<file path="config.mk">
export PLATFORM = sky130hd
export DESIGN_NAME = decode_stage
export DESIGN_NICKNAME = d
export VERILOG_FILES = /design/src/rtl/dec_pkg.sv /design/src/rtl/decode_stage_comb.sv /design/src/rtl/decode_stage.sv
export SDC_FILE = /design/constraint.sdc
export NUM_CORES = 1
export LEC_CHECK = 0
export ABC_AREA = 1
export BUFFER_PORTS_ARGS = -buffer_cell sky130_fd_sc_hd__buf_2
export CORE_UTILIZATION = 45
export CTS_BUF_LIST = sky130_fd_sc_hd__clkbuf_8
export DETAILED_ROUTE_END_ITERATION = 10
export GPL_TIMING_DRIVEN = 0
export PLACE_DENSITY_LB_ADDON = 0.08
export SYNTH_ARGS = -nofsm -noshare
export SYNTH_HDL_FRONTEND = slang
export SYNTH_SLANG_ARGS = --single-unit
export TNS_END_PERCENT = 50
</file>
<file path="constraint.sdc">
create_clock -name clock -period 1.8 [get_ports clock]
set_clock_uncertainty 0.1 [all_clocks]
set_input_delay 0.09 -clock clock [delete_from_list [all_inputs] [get_ports clock]]
set_output_delay 0.09 -clock clock [all_outputs]
set_load 0.005 [all_outputs]
</file>
<file path="src/rtl/dec_pkg.sv">
// Shared MIPS32 decode definitions: opcode/funct codes, control bundle layout,
// multiplier FSM states and instruction-class helpers.
package dec_pkg;

  localparam logic [5:0] OP_SPECIAL  = 6'h00;
  localparam logic [5:0] OP_J        = 6'h02;
  localparam logic [5:0] OP_JAL      = 6'h03;
  localparam logic [5:0] OP_BEQ      = 6'h04;
  localparam logic [5:0] OP_BNE      = 6'h05;
  localparam logic [5:0] OP_BLEZ     = 6'h06;
  localparam logic [5:0] OP_BGTZ     = 6'h07;
  localparam logic [5:0] OP_ADDI     = 6'h08;
  localparam logic [5:0] OP_ADDIU    = 6'h09;
  localparam logic [5:0] OP_SLTI     = 6'h0A;
  localparam logic [5:0] OP_SLTIU    = 6'h0B;
  localparam logic [5:0] OP_ANDI     = 6'h0C;
  localparam logic [5:0] OP_ORI      = 6'h0D;
  localparam logic [5:0] OP_XORI     = 6'h0E;
  localparam logic [5:0] OP_LUI      = 6'h0F;
  localparam logic [5:0] OP_SPECIAL2 = 6'h1C;
  localparam logic [5:0] OP_LB       = 6'h20;
  localparam logic [5:0] OP_LH       = 6'h21;
  localparam logic [5:0] OP_LW       = 6'h23;
  localparam logic [5:0] OP_LBU      = 6'h24;
  localparam logic [5:0] OP_LHU      = 6'h25;
  localparam logic [5:0] OP_SB       = 6'h28;
  localparam logic [5:0] OP_SH       = 6'h29;
  localparam logic [5:0] OP_SW       = 6'h2B;

  localparam logic [5:0] FN_SLL   = 6'h00;
  localparam logic [5:0] FN_SRL   = 6'h02;
  localparam logic [5:0] FN_SRA   = 6'h03;
  localparam logic [5:0] FN_SLLV  = 6'h04;
  localparam logic [5:0] FN_SRLV  = 6'h06;
  localparam logic [5:0] FN_SRAV  = 6'h07;
  localparam logic [5:0] FN_JR    = 6'h08;
  localparam logic [5:0] FN_JALR  = 6'h09;
  localparam logic [5:0] FN_MFHI  = 6'h10;
  localparam logic [5:0] FN_MTHI  = 6'h11;
  localparam logic [5:0] FN_MFLO  = 6'h12;
  localparam logic [5:0] FN_MTLO  = 6'h13;
  localparam logic [5:0] FN_MULT  = 6'h18;
  localparam logic [5:0] FN_MULTU = 6'h19;
  localparam logic [5:0] FN_ADD   = 6'h20;
  localparam logic [5:0] FN_ADDU  = 6'h21;
  localparam logic [5:0] FN_SUB   = 6'h22;
  localparam logic [5:0] FN_SUBU  = 6'h23;
  localparam logic [5:0] FN_AND   = 6'h24;
  localparam logic [5:0] FN_OR    = 6'h25;
  localparam logic [5:0] FN_XOR   = 6'h26;
  localparam logic [5:0] FN_NOR   = 6'h27;
  localparam logic [5:0] FN_SLT   = 6'h2A;
  localparam logic [5:0] FN_SLTU  = 6'h2B;

  localparam logic [5:0] FN2_MADD  = 6'h00;
  localparam logic [5:0] FN2_MADDU = 6'h01;
  localparam logic [5:0] FN2_MUL   = 6'h02;
  localparam logic [5:0] FN2_MSUB  = 6'h04;
  localparam logic [5:0] FN2_MSUBU = 6'h05;
  localparam logic [5:0] FN2_CLZ   = 6'h20;
  localparam logic [5:0] FN2_CLO   = 6'h21;

  localparam logic [4:0] LINK_REG = 5'd31;

  typedef struct packed {
    logic regDst;
    logic branch;
    logic jump;
    logic memRead;
    logic memToReg;
    logic aluOp;
    logic mulOp;
    logic memWrite;
    logic aluSrc;
    logic regWrite;
    logic shiftSel;
    logic illegal;
  } ctrl_t;

  typedef enum logic {MUL_IDLE, MUL_BUSY} mul_state_t;

  function automatic logic is_mul_class(input logic [5:0] op, input logic [5:0] fn);
    logic r;
    r = 1'b0;
    if (op == OP_SPECIAL)
      r = (fn == FN_MULT) || (fn == FN_MULTU) || (fn == FN_MTHI) || (fn == FN_MTLO);
    else if (op == OP_SPECIAL2)
      r = (fn == FN2_MADD) || (fn == FN2_MADDU) || (fn == FN2_MSUB) ||
          (fn == FN2_MSUBU) || (fn == FN2_MUL);
    return r;
  endfunction

  function automatic logic is_hilo_read(input logic [5:0] op, input logic [5:0] fn);
    return (op == OP_SPECIAL) && ((fn == FN_MFHI) || (fn == FN_MFLO));
  endfunction

endpackage

</file>
<file path="src/rtl/decode_stage_comb.sv">
// Purely combinational MIPS32 decode table: instruction -> control bundle,
// function code, destination index and extended immediate (J/JAL carry the target).
module decode_comb
  import dec_pkg::*;
(
  input  logic [31:0] instr,
  output ctrl_t       ctrl,
  output logic [5:0]  func,
  output logic [4:0]  rd,
  output logic [31:0] imm
);

  logic [5:0]  opcode;
  logic [5:0]  fn;
  logic [31:0] immSext;
  logic [31:0] immZext;
  logic        bad;

  assign opcode  = instr[31:26];
  assign fn      = instr[5:0];
  assign immSext = {{16{instr[15]}}, instr[15:0]};
  assign immZext = {16'h0000, instr[15:0]};
  assign rd      = (opcode == OP_JAL) ? LINK_REG : instr[15:11];

  always_comb begin
    ctrl = '0;
    func = '0;
    imm  = '0;
    bad  = 1'b0;
    case (opcode)
      OP_SPECIAL: begin
        case (fn)
          FN_SLL, FN_SRL, FN_SRA, FN_SLLV, FN_SRLV, FN_SRAV,
          FN_ADD, FN_ADDU, FN_SUB, FN_SUBU, FN_AND, FN_OR,
          FN_XOR, FN_NOR, FN_SLT, FN_SLTU, FN_MFHI, FN_MFLO: begin
            ctrl.regDst   = 1'b1;
            ctrl.aluOp    = 1'b1;
            ctrl.regWrite = 1'b1;
            func          = fn;
          end
          FN_MULT, FN_MULTU, FN_MTHI, FN_MTLO: begin
            ctrl.aluOp = 1'b1;
            func       = fn;
          end
          FN_JR:   ctrl.jump = 1'b1;
          FN_JALR: begin
            ctrl.jump     = 1'b1;
            ctrl.regWrite = 1'b1;
          end
          default: bad = 1'b1;
        endcase
      end
      OP_SPECIAL2: begin
        case (fn)
          FN2_MUL, FN2_CLZ, FN2_CLO: begin
            ctrl.regDst   = 1'b1;
            ctrl.mulOp    = 1'b1;
            ctrl.regWrite = 1'b1;
            func          = fn;
          end
          FN2_MADD, FN2_MADDU, FN2_MSUB, FN2_MSUBU: begin
            ctrl.mulOp = 1'b1;
            func       = fn;
          end
          default: bad = 1'b1;
        endcase
      end
      // Immediate ALU ops borrow the R-type function code of their register twin
      OP_ADDI, OP_ADDIU, OP_SLTI, OP_SLTIU, OP_ANDI, OP_ORI, OP_XORI, OP_LUI: begin
        ctrl.aluOp    = 1'b1;
        ctrl.aluSrc   = 1'b1;
        ctrl.regWrite = 1'b1;
        imm           = immSext;
        case (opcode)
          OP_ADDI:  func = FN_ADD;
          OP_ADDIU: func = FN_ADDU;
          OP_SLTI:  func = FN_SLT;
          OP_SLTIU: func = FN_SLTU;
          OP_ANDI: begin func = FN_AND; imm = immZext; end
          OP_ORI:  begin func = FN_OR;  imm = immZext; end
          OP_XORI: begin func = FN_XOR; imm = immZext; end
          default: begin
            func          = FN_OR;
            ctrl.shiftSel = 1'b1;
            imm           = {instr[15:0], 16'h0000};
          end
        endcase
      end
      OP_LB, OP_LH, OP_LW, OP_LBU, OP_LHU: begin
        ctrl.memRead  = 1'b1;
        ctrl.memToReg = 1'b1;
        ctrl.aluSrc   = 1'b1;
        ctrl.regWrite = 1'b1;
        func          = FN_ADDU;
        imm           = immSext;
      end
      OP_SB, OP_SH, OP_SW: begin
        ctrl.memWrite = 1'b1;
        ctrl.aluSrc   = 1'b1;
        func          = FN_ADDU;
        imm           = immSext;
      end
      OP_BEQ, OP_BNE, OP_BLEZ, OP_BGTZ: begin
        ctrl.branch = 1'b1;
        func        = FN_SUB;
        imm         = immSext;
      end
      OP_J: begin
        ctrl.jump = 1'b1;
        imm       = {6'b000000, instr[25:0]};
      end
      OP_JAL: begin
        ctrl.jump     = 1'b1;
        ctrl.regWrite = 1'b1;
        imm           = {6'b000000, instr[25:0]};
      end
      default: bad = 1'b1;
    endcase
    // Unknown encodings still flow downstream, but with only the flag raised
    if (bad) begin
      ctrl         = '0;
      ctrl.illegal = 1'b1;
      func         = '0;
      imm          = '0;
    end
  end

endmodule

</file>
<file path="src/rtl/decode_stage.sv">
// Registered MIPS32 decode stage with valid/ready handshake and HI/LO hazard
// tracking. Optional DEC_ILLEGAL_TRAP_EN: halt intake after an Illegal bundle drains.
module decode_stage
  import dec_pkg::*;
#(
  parameter int MUL_LAT = 4,
  parameter int CNT_W   = $clog2(MUL_LAT + 1)
) (
  input  logic        clock,
  input  logic        nreset,
  input  logic        in_valid,
  input  logic [31:0] in_instr,
  output logic        in_ready,
  output logic        out_valid,
  input  logic        out_ready,
  output logic [11:0] out_ctrl,
  output logic [5:0]  out_func,
  output logic [4:0]  out_rs,
  output logic [4:0]  out_rt,
  output logic [4:0]  out_rd,
  output logic [4:0]  out_shamt,
  output logic [31:0] out_imm,
  output logic        mul_busy
);

  ctrl_t       decCtrl_p0;
  logic [5:0]  decFunc_p0;
  logic [4:0]  decRd_p0;
  logic [31:0] decImm_p0;

  ctrl_t       ctrl_p1;
  logic [5:0]  func_p1;
  logic [4:0]  rs_p1;
  logic [4:0]  rt_p1;
  logic [4:0]  rd_p1;
  logic [4:0]  shamt_p1;
  logic [31:0] imm_p1;
  logic        vld_p1;

  mul_state_t     mulState;
  mul_state_t     mulStateNext;
  logic [CNT_W-1:0] mulCnt;
  logic [CNT_W-1:0] mulCntNext;

  logic inMul;
  logic inHiloRead;
  logic hazard;
  logic trapBlock;
  logic accept;

  decode_comb uDecode (
    .instr (in_instr),
    .ctrl  (decCtrl_p0),
    .func  (decFunc_p0),
    .rd    (decRd_p0),
    .imm   (decImm_p0)
  );

  assign inMul      = is_mul_class(in_instr[31:26], in_instr[5:0]);
  assign inHiloRead = is_hilo_read(in_instr[31:26], in_instr[5:0]);
  assign hazard     = (mulState == MUL_BUSY) && (inMul || inHiloRead);
  assign in_ready   = (!vld_p1 || out_ready) && !hazard && !trapBlock;
  assign accept     = in_valid && in_ready;

`ifdef DEC_ILLEGAL_TRAP_EN
  logic trapped;

  // Block intake as soon as an Illegal bundle sits in the output register, so
  // nothing follows it into the pipe once it drains.
  assign trapBlock = trapped || (vld_p1 && ctrl_p1.illegal);

  always_ff @(posedge clock or negedge nreset) begin
    if (!nreset)
      trapped <= 1'b0;
    else if (vld_p1 && out_ready && ctrl_p1.illegal)
      trapped <= 1'b1;
  end
`else
  assign trapBlock = 1'b0;
`endif

  always_comb begin
    mulStateNext = mulState;
    mulCntNext   = mulCnt;
    case (mulState)
      MUL_IDLE: begin
        if (accept && inMul) begin
          mulStateNext = MUL_BUSY;
          mulCntNext   = CNT_W'(MUL_LAT);
        end
      end
      MUL_BUSY: begin
        if (mulCnt == CNT_W'(1)) begin
          mulStateNext = MUL_IDLE;
          mulCntNext   = '0;
        end else begin
          mulCntNext = mulCnt - CNT_W'(1);
        end
      end
      default: begin
        mulStateNext = MUL_IDLE;
        mulCntNext   = '0;
      end
    endcase
  end

  always_ff @(posedge clock or negedge nreset) begin
    if (!nreset) begin
      mulState <= MUL_IDLE;
      mulCnt   <= '0;
    end else begin
      mulState <= mulStateNext;
      mulCnt   <= mulCntNext;
    end
  end

  // Stage boundary p0 -> p1: decoded bundle is captured on accept and held otherwise
  always_ff @(posedge clock or negedge nreset) begin
    if (!nreset) begin
      vld_p1   <= 1'b0;
      ctrl_p1  <= '0;
      func_p1  <= '0;
      rs_p1    <= '0;
      rt_p1    <= '0;
      rd_p1    <= '0;
      shamt_p1 <= '0;
      imm_p1   <= '0;
    end else begin
      if (accept) begin
        vld_p1   <= 1'b1;
        ctrl_p1  <= decCtrl_p0;
        func_p1  <= decFunc_p0;
        rs_p1    <= in_instr[25:21];
        rt_p1    <= in_instr[20:16];
        rd_p1    <= decRd_p0;
        shamt_p1 <= in_instr[10:6];
        imm_p1   <= decImm_p0;
      end else if (out_ready) begin
        vld_p1 <= 1'b0;
      end
    end
  end

  assign out_valid = vld_p1;
  assign out_ctrl  = ctrl_p1;
  assign out_func  = func_p1;
  assign out_rs    = rs_p1;
  assign out_rt    = rt_p1;
  assign out_rd    = rd_p1;
  assign out_shamt = shamt_p1;
  assign out_imm   = imm_p1;
  assign mul_busy  = (mulCnt != '0);

endmodule

</file>
==> flow_summary.json, run 1 <==
{
  "crit_fanout": 10,
  "finalCritPeriodShare_pct": 92.04,
  "status": "finished, final reports clean",
  "fin_cells": 718,
  "setup_viol": 0,
  "combPwrFrac_pct": 20.4,
  "critPathSlowestCell": "dlygate4sd3_1",
  "initial_utilization_pct": 46.75,
  "drive_gt1_share_pct": 25.97,
  "p_sw_share_pct": 29.11,
  "wl_per_cell_um": 14.59,
  "worst_ep_required_time_ns": 1.99,
  "gp_congestion": 0.8793,
  "path_cells": "dlygate4sd3_1 -> buf_2 -> inv_1 -> a31oi_2 -> clkbuf_1 -> o21ai_0 -> nand2_1",
  "worstPathArrival_ns": 1.85,
  "crit_buf_inv": 4,
  "synth_area_leaders": "dfrtp_1, nand2_1, o21ai_0",
  "nFillCells": 748,
  "hpwl_um": 7252,
  "cp-end-kind": "flip-flop",
  "ctsRootBufferMaster": "clkbuf_8",
  "vias": 3654,
  "max_stage_delay_ns": 0.52,
  "postRouteAntennaNets": 0,
  "rsz0062_at_grt": "no",
  "place_ws_ns": -0.2076,
  "rows": 32,
  "coreArea_um2": 7767,
  "slew_violations": 0,
  "syn_to_final_growth_pct": 32.25,
  "firstDrtPassIters": 4,
  "worstSkewPairLatency_ns": 0.35,
  "drt_iter0_drc": 261,
  "start_kind": "primary input",
  "postLayoutCoreUtil_pct": 61.82,
  "crit_type": "in -> reg",
  "yosysSeqAreaShare_pct": 51.00,
  "switching_power_mw": 1.200,
  "grt_max_degree": 49,
  "port_buffers": 105,
  "dp_cells": 675,
  "syn_area_um2": 3631,
  "fin_ws_ns": 0.1433,
  "cts.sinks": 74,
  "synth_edf_count": 0,
  "cts_tree": "done",
  "ys.flop_type": "dfrtp_1",
  "final_common_cell": "nand2_1",
  "synthesis.nets": 506,
  "grt_pass1_vias": 3505,
  "p_per_area_nw_per_um2": 858.6,
  "ios": 109,
  "die_h_um": 91.83,
  "min_period_ns": 1.657,
  "post_cts_buffers": 0,
  "mostFrequentLayoutCells": "nand2_1, buf_2, dfrtp_1",
  "max-slew-margin-rel_pct": 49.86,
  "clkTransAtPathRegs_ns": 0.07,
  "avgSynthCellArea_um2": 7.775,
  "n_antenna_cell": 0,
  "grtUsageTotal_pct": 26.79,
  "ff2ff_setup_slack_ns": 0.25,
  "synth_top_area_share_pct": 51.00,
  "async_flop_share_pct": 100.0,
  "clock.fmax_mhz": 603.6,
  "holdCritPathClass": "in -> reg",
  "grt_pass1_wl_um": 17280,
  "ys_ff_latch": 74,
  "max_slew.worst_pin.slew_ns": 0.7464,
  "wl_um": 10470,
  "synth_cell_types": 25,
  "hold_viol": 0,
  "drv_cap": 0,
  "grt.overflow.total": 0,
  "drc_errors": 0,
  "clkPwrFrac_pct": 32.3,
  "yosysWarnings": 0,
  "viasPerCell": 5.089,
  "seqPwrFrac_pct": 47.3,
  "htree_num_levels": 3,
  "intPower_mw": 2.923,
  "synthCells": 467,
  "clock_path_buffers": 2,
  "die_w_um": 91.83,
  "finalNetCount": 651,
  "irDropWorstVdd_mv": 0.5156,
  "grt_antenna_before_repair": 0,
  "static-leakage-power_nw": 2.730,
  "path_delay_family": "buffers and inverters",
  "dieArea_um2": 8432,
  "finalSetupTns_ns": 0,
  "cts_buffers": 9,
  "yosysTopAreaCell": "dfrtp_1"
}
cell usage after synthesis, types with 3 or more instances:
cell type	number
a21oi_1	8
buf_2	11
buf_6	4
clkbuf_1	4
dfrtp_1	74
ha_1	3
inv_1	38
inv_2	4
nand2_1	184
nand3_1	22
nand4_1	6
nor2_1	12
nor2_2	3
nor2_4	3
nor3_1	9
o21ai_0	69
or2_2	5
final timing paths:
kind / cells after the start / end / startpoint
max: 7 / out_imm[19]$_DFFE_PN0P_ / in_instr[15]
min reg2reg: 2 / out_func[5]$_DFFE_PN0P_ / out_func[5]$_DFFE_PN0P_
max in group asynchronous: 3 / mulCnt[1]$_DFFE_PN0P_ / nreset
max reg2reg: 6 / out_imm[14]$_DFFE_PN0P_ / mulState$_DFF_PN0_
min: 3 / out_ctrl[1]$_DFFE_PN0P_ / in_instr[26]
min in group asynchronous: 2 / out_imm[12]$_DFFE_PN0P_ / nreset
area by class of cell:
cell class              instances  area, um^2  area share, %
flip-flops and latches         74        1852          38.56
multi-input cells             330        1496          31.16
repair buffers                134       835.8          17.40
inverters                      42       157.7          3.283
clock buffers                  11       151.4          3.153
plain buffers                  21       130.1          2.710
well taps                     102       127.6          2.658
clock inverters                 4       51.30          1.068
through the flow:
stage               hold slack (ns)  power [mW]  area, um^2
finish                      0.03372       4.123        4802
global route                0.08221       4.359        4802
CTS                         0.02874       4.156        4797
detailed placement         -0.06260       2.779        4314
global placement             0.2127       2.744        4284
floorplan                   -0.3056       2.372        3631
what timing repair did:
item / 4_1_cts / 5_1_grt
hold endpoints to repair: 113 / 0
hold buffers: 28 / 0
setup endpoints to repair: 0 / 21
resized for setup: 0 / 6
worst register-to-register path, stage by stage (launching register included):
cell and delay, ns:
dfrtp_1 0.43, nand2_2 0.13, nand3_4 0.14, nor2_4 0.25, buf_2 0.29, nand2_1 0.08, nand2_1 0.07
routing by layer:
| metal | part of all wire (%) | vias up | track usage [%] |
|---|---|---|---|
| li1 | - | 1780 | - |
| met1 | 46 | 1706 | 37.97 |
| met2 | 45 | 147 | 40.35 |
| met5 | 0 | - | 0 |
| met3 | 6.8 | 21 | 5.224 |
| met4 | 1.9 | 0 | 10.81 |
power groups by stage:
stage | Clock [mW] | Sequential (mW) | Combinational, mW
after floorplan | 0 | 1.99 | 0.380
after global placement | 0 | 1.98 | 0.769
after detailed placement | 0 | 1.98 | 0.800
after CTS | 1.36 | 1.95 | 0.848
after global routing | 1.42 | 1.98 | 0.959
final | 1.33 | 1.95 | 0.842
cell families after synthesis:
group | after synthesis | synth area share [%]
buffers and inverters | 63 | 7.856
adders and majority gates | 3 | 1.034
and+or+nand+nor | 248 | 28.98
AOI/OAI and AO/OA | 79 | 11.13
DFF | 74 | 51.00
flip-flops by register name, indices dropped and copies added, names as in the netlist:
name       flops
mulCnt         3
mulState       1
out_ctrl      11
out_func       6
out_imm       32
out_rd         5
out_rs         5
out_rt         5
out_shamt      5
out_valid      1
Power figures use the tool's default switching activity.
==> run 2: changes to the inputs <==
==> constraint.sdc (replaced) <==
create_clock -name clock -period 1.4 [get_ports clock]
set_clock_uncertainty 0.1 [all_clocks]
set_input_delay 0.14 -clock clock [delete_from_list [all_inputs] [get_ports clock]]
set_output_delay 0.14 -clock clock [all_outputs]
set_load 0.005 [all_outputs]
==> run 2 against run 1 <==
The flow now finishes with violations (negative hold slack, negative setup slack). Hold slack worse by 0.040 ns. Die area unchanged. Sequential power up 29%. Largest cell class unchanged.
==> flow_summary.json, run 2 (synthesis results as in run 1) <==
{
  "drc_errors": 0,
  "cp-end-kind": "primary output",
  "cts_buffers": 9,
  "slew_violations": 0,
  "hold_viol": 1,
  "hpwl_um": 7412,
  "drt-met1-wl_um": 4791,
  "timing.hold.ws_ns": -0.006211,
  "clkTransAtPathRegs_ns": 0.08,
  "drv_cap": 0,
  "grtUsageTotal_pct": 27.43,
  "grt.overflow.total": 0,
  "grt_pass1_wl_um": 17680,
  "rows": 32,
  "fin_ws_ns": -0.06470,
  "syn_to_final_growth_pct": 52.41,
  "cts_tree": "done",
  "place_ws_ns": -0.6117,
  "min_period_ns": 1.465,
  "worstPathArrival_ns": 1.22,
  "holdCritPathClass": "in -> reg",
  "regArea_um2": 1853,
  "n_antenna_cell": 0,
  "rsz0062_at_grt": "yes",
  "clock_path_buffers": 2,
  "initial_utilization_pct": 46.75,
  "max_slew.worst_pin.slew_ns": 0.6267,
  "wl_um": 11530,
  "p_per_area_nw_per_um2": 1096,
  "viasPerCell": 5.173,
  "finalCritPeriodShare_pct": 104.6,
  "start_kind": "flip-flop",
  "fin_cells": 742,
  "htree_num_levels": 3,
  "crit_fanout": 2,
  "drt_iter0_drc": 193,
  "finalSetupTns_ns": -0.3727,
  "die_h_um": 91.83,
  "crit_type": "reg -> out",
  "dieArea_um2": 8432,
  "irDropWorstVdd_mv": 0.5488,
  "postRouteAntennaNets": 0,
  "placed_cell_area_um2": 4354,
  "nFillCells": 648,
  "grt_antenna_before_repair": 0,
  "status": "finished with violations",
  "max-slew-margin-rel_pct": 58.00,
  "coreArea_um2": 7767,
  "gp_congestion": 0.8971,
  "die_w_um": 91.83,
  "mostFrequentLayoutCells": "nand2_1, buf_2, dfrtp_1",
  "grt_pass1_vias": 3629,
  "largest_register_ffs": 32,
  "port_buffers": 105,
  "multi_input_area_um2": 1810,
  "failed_checks": "negative hold slack, negative setup slack",
  "clock.fmax_mhz": 682.7,
  "worstSkewPairLatency_ns": 0.36,
  "cts.sinks": 74,
  "final_common_cell": "nand2_1",
  "final_area_um2": 5534,
  "vias": 3838,
  "ctsRootBufferMaster": "clkbuf_8",
  "dp_cells": 675,
  "wl_per_cell_um": 15.54,
  "drive_gt1_share_pct": 39.84,
  "setup_viol": 16,
  "wl_met3_um": 903,
  "wl_met2_um": 5562,
  "grt_max_degree": 51,
  "worst_ep_required_time_ns": 1.16,
  "maxUsedRoutingLayer": "met4",
  "firstDrtPassIters": 6,
  "ios": 109,
  "static-leakage-power_nw": 3.063,
  "finalNetCount": 674
}
run 2: what timing repair did:
item / in CTS / in global routing
hold endpoints to repair: 108 / 1
hold buffers: 25 / 1
resized for setup: 35 / 110
endpoints found under the setup margin: 72 / 71
pin swaps: 10 / 26
cloned: 1 / 2
setup buffers: 8 / 14
run 2: metrics by stage:
| stage | power [mW] | util, % |
|---|---|---|
| after floorplan | 3.063 | - |
| after global placement | 3.537 | 55.67 |
| after detailed placement | 3.580 | 56.06 |
| after CTS | 5.856 | 64.88 |
| after global routing | 6.370 | 71.25 |
| final | 6.066 | 71.25 |
run 2: area by class of cell:
| type | instances | share of cell area, % |
|---|---|---|
| Sequential cell | 74 | 33.48 |
| Multi-Input combinational cell | 331 | 32.72 |
| Timing Repair Buffer | 156 | 19.99 |
| Buffer | 21 | 3.911 |
| Inverter | 42 | 3.075 |
| Clock buffer | 10 | 2.487 |
| Tap cell | 102 | 2.306 |
| Clock inverter | 6 | 2.035 |
run 2: routing by layer:
layer	global-route usage [%]	vias up
met5	0	-
met4	11.33	0
met3	4.975	25
met2	43.61	156
met1	37.10	1827
li1	-	1830
run 2: worst paths after layout:
check                                        startpoint                       to  slack [ns]  depth (start not counted)
worst max-delay path              mulCnt[1]$_DFFE_PN0P_                 mul_busy       -0.06                          5
worst min-delay path                        in_instr[0]   out_imm[0]$_DFFE_PN0P_      -0.006                          3
worst max register to register       mulState$_DFF_PN0_   out_imm[0]$_DFFE_PN0P_       -0.03                          6
worst min register to register  out_imm[22]$_DFFE_PN0P_  out_imm[22]$_DFFE_PN0P_        0.37                          2
max in group asynchronous                        nreset       mulState$_DFF_PN0_        0.50                          3
min in group asynchronous                        nreset  out_imm[21]$_DFFE_PN0P_        0.12                          2
run 2: power by group:
| group | switching [mW] | internal [mW] |
|---|---|---|
| combinational | 0.750 | 0.698 |
| clock | 0.860 | 1.24 |
| sequential | 0.140 | 2.38 |
| total | 1.75 | 4.32 |
run 2: worst max-delay path, cell delays in order, from the launching register on:
cell	delay, ns
dfrtp_1	0.39
inv_2	0.09
ha_4	0.14
ha_4	0.12
inv_2	0.03
buf_6	0.10
==> run 3: changes to the inputs <==
--- a/config.mk
+++ b/config.mk
@@ -7,7 +7,9 @@
 export LEC_CHECK = 0
 export ABC_AREA = 1
 export BUFFER_PORTS_ARGS = -buffer_cell sky130_fd_sc_hd__buf_2
-export CORE_UTILIZATION = 45
+export CELL_PAD_IN_SITES_DETAIL_PLACEMENT = 0
+export CELL_PAD_IN_SITES_GLOBAL_PLACEMENT = 1
+export CORE_UTILIZATION = 34
 export CTS_BUF_LIST = sky130_fd_sc_hd__clkbuf_8
 export DETAILED_ROUTE_END_ITERATION = 10
 export GPL_TIMING_DRIVEN = 0
==> run 3 against run 2 <==
The run ends with negative setup slack left. Non-clock buffer count up 1. Register-to-register slack better by 0.03 ns. Worst setup slack better by 0.0058 ns. Via count down 3.2%. Power down 3.7%. Final area up 1.4%. Sequential share of layout area down 0.48 points. Fmax up 0.40%.
==> flow_summary.json, run 3 (synthesis results as in run 1) <==
{
  "regArea_um2": 1852,
  "hold_viol": 0,
  "path_delay_family": "flip-flops",
  "crit_type": "reg -> out",
  "die_h_um": 105.3,
  "holdCritPathClass": "in -> reg",
  "n_antenna_cell": 0,
  "finalPower_mw": 5.842,
  "wl_per_cell_um": 15.43,
  "dp_cells": 709,
  "ios": 109,
  "placed_cell_area_um2": 4397,
  "port_buffers": 105,
  "dieArea_um2": 11100,
  "postLayoutCoreUtil_pct": 54.34,
  "mostFrequentLayoutCells": "nand2_1, buf_2, dfrtp_1",
  "p_per_area_nw_per_um2": 1041,
  "status": "finished with violations",
  "syn_to_final_growth_pct": 54.51,
  "clock_path_buffers": 2,
  "final_area_um2": 5610,
  "min_period_ns": 1.459,
  "ff2ff_setup_slack_ns": 0,
  "grt_pass1_vias": 3559,
  "die_w_um": 105.3,
  "nFillCells": 1043,
  "rsz0062_at_grt": "yes",
  "timing.hold.ws_ns": 0.01076,
  "crit_fanout": 2,
  "postRouteAntennaNets": 0,
  "rows": 37,
  "worst_ep_required_time_ns": 1.16,
  "crit_buf_inv": 3,
  "finalCritPeriodShare_pct": 104.2,
  "cts_tree": "done",
  "finalSetupTns_ns": -0.06027,
  "crit_cells": 5,
  "reg2reg_depth": 6,
  "setup_viol": 2,
  "hpwl_um": 8179,
  "largest_register_ffs": 32,
  "static-leakage-power_nw": 3.062,
  "drc_errors": 0,
  "worstPathArrival_ns": 1.22,
  "start_kind": "flip-flop",
  "final_common_cell": "nand2_1",
  "drt_iter0_drc": 155,
  "gp_congestion": 0.8160,
  "cp-end-kind": "primary output",
  "grt_max_degree": 50,
  "clock.fmax_mhz": 685.5,
  "cts_buffers": 9,
  "max_slew.worst_pin.slew_ns": 0.5345,
  "max-slew-margin-rel_pct": 64.17,
  "grt_pass1_wl_um": 18420,
  "grt_antenna_before_repair": 0,
  "place_ws_ns": -0.6620,
  "initial_utilization_pct": 35.17,
  "grtUsageTotal_pct": 21.56,
  "grt.overflow.total": 0,
  "drv_cap": 0,
  "htree_num_levels": 3,
  "fin_ws_ns": -0.05885,
  "ctsRootBufferMaster": "clkbuf_8",
  "slew_violations": 0,
  "finalNetCount": 675,
  "critPathSlowestCell": "dfrtp_1",
  "worstSkewPairLatency_ns": 0.35,
  "max_stage_delay_ns": 0.38,
  "firstDrtPassIters": 4,
  "failed_checks": "negative setup slack",
  "path_cells": "inv_2 -> ha_4 -> ha_4 -> inv_2 -> buf_2",
  "irDropWorstVdd_mv": 0.4991,
  "coreArea_um2": 10320,
  "hold_depth": 3,
  "wl_um": 11990,
  "vias": 3716,
  "cts.sinks": 74,
  "clkTransAtPathRegs_ns": 0.08,
  "drive_gt1_share_pct": 42.43,
  "multi_input_area_um2": 1842,
  "viasPerCell": 4.782,
  "fin_cells": 777
}
## run 3: cell types whose count changed in the layout (fill, tap and decap cells not counted), sizes merged
cell          before  now
buf              144  145
dlymetal6s4s       0    1
clkinvlp           0    1
inv               43   44
dlygate4sd3       26   24
bufinv             3    2
## run 3: timing repair
item / in CTS / in global routing
gates resized for setup: 43 / 124
cloned: 0 / 6
pin swaps: 12 / 19
buffers inserted: 12 / 9
hold endpoints to repair: 108 / 0
setup endpoints to repair: 72 / 74
hold buffers: 25 / 0
## run 3: final timing paths
check | start | to
min in group asynchronous | nreset | out_rs[2]$_DFFE_PN0P_
max in group asynchronous | nreset | out_imm[7]$_DFFE_PN0P_
setup reg to reg | mulState$_DFF_PN0_ | out_imm[17]$_DFFE_PN0P_
hold reg to reg | out_imm[1]$_DFFE_PN0P_ | out_imm[1]$_DFFE_PN0P_
setup / recovery | mulCnt[0]$_DFFE_PN0P_ | mul_busy
hold / removal | in_instr[5] | out_imm[5]$_DFFE_PN0P_
## run 3: report_power, final
group | internal (mW) | switching (mW) | total [mW]
Combinational | 0.704 | 0.741 | 1.44
Sequential | 2.38 | 0.161 | 2.54
Clock | 1.00 | 0.854 | 1.86
Total | 4.09 | 1.76 | 5.84
## run 3: layout make-up
class                   instances  share of cell area (%)
repair buffers                157                   20.43
flip-flops and latches         74                   33.01
plain buffers                  21                   3.791
clock inverters                 7                   1.673
inverters                      42                   3.033
clock buffers                   9                   2.208
multi-input cells             331                   32.83
well taps                     136                   3.033
## run 3: worst register-to-register path, stage by stage, from the launching register on
cell and delay [ns]:
dfrtp_1 0.43, nand2_4 0.13, nand3_4 0.17, buf_12 0.21, clkbuf_16 0.16, nand2_2 0.05
nand2_1 0.05
## run 3: per-layer routing
metal | global-route usage [%] | share of wire, %
met1 | 29.29 | 45
met2 | 35.06 | 48
met3 | 4.576 | 5.3
met4 | 5.131 | 1.2
met5 | 0 | 0
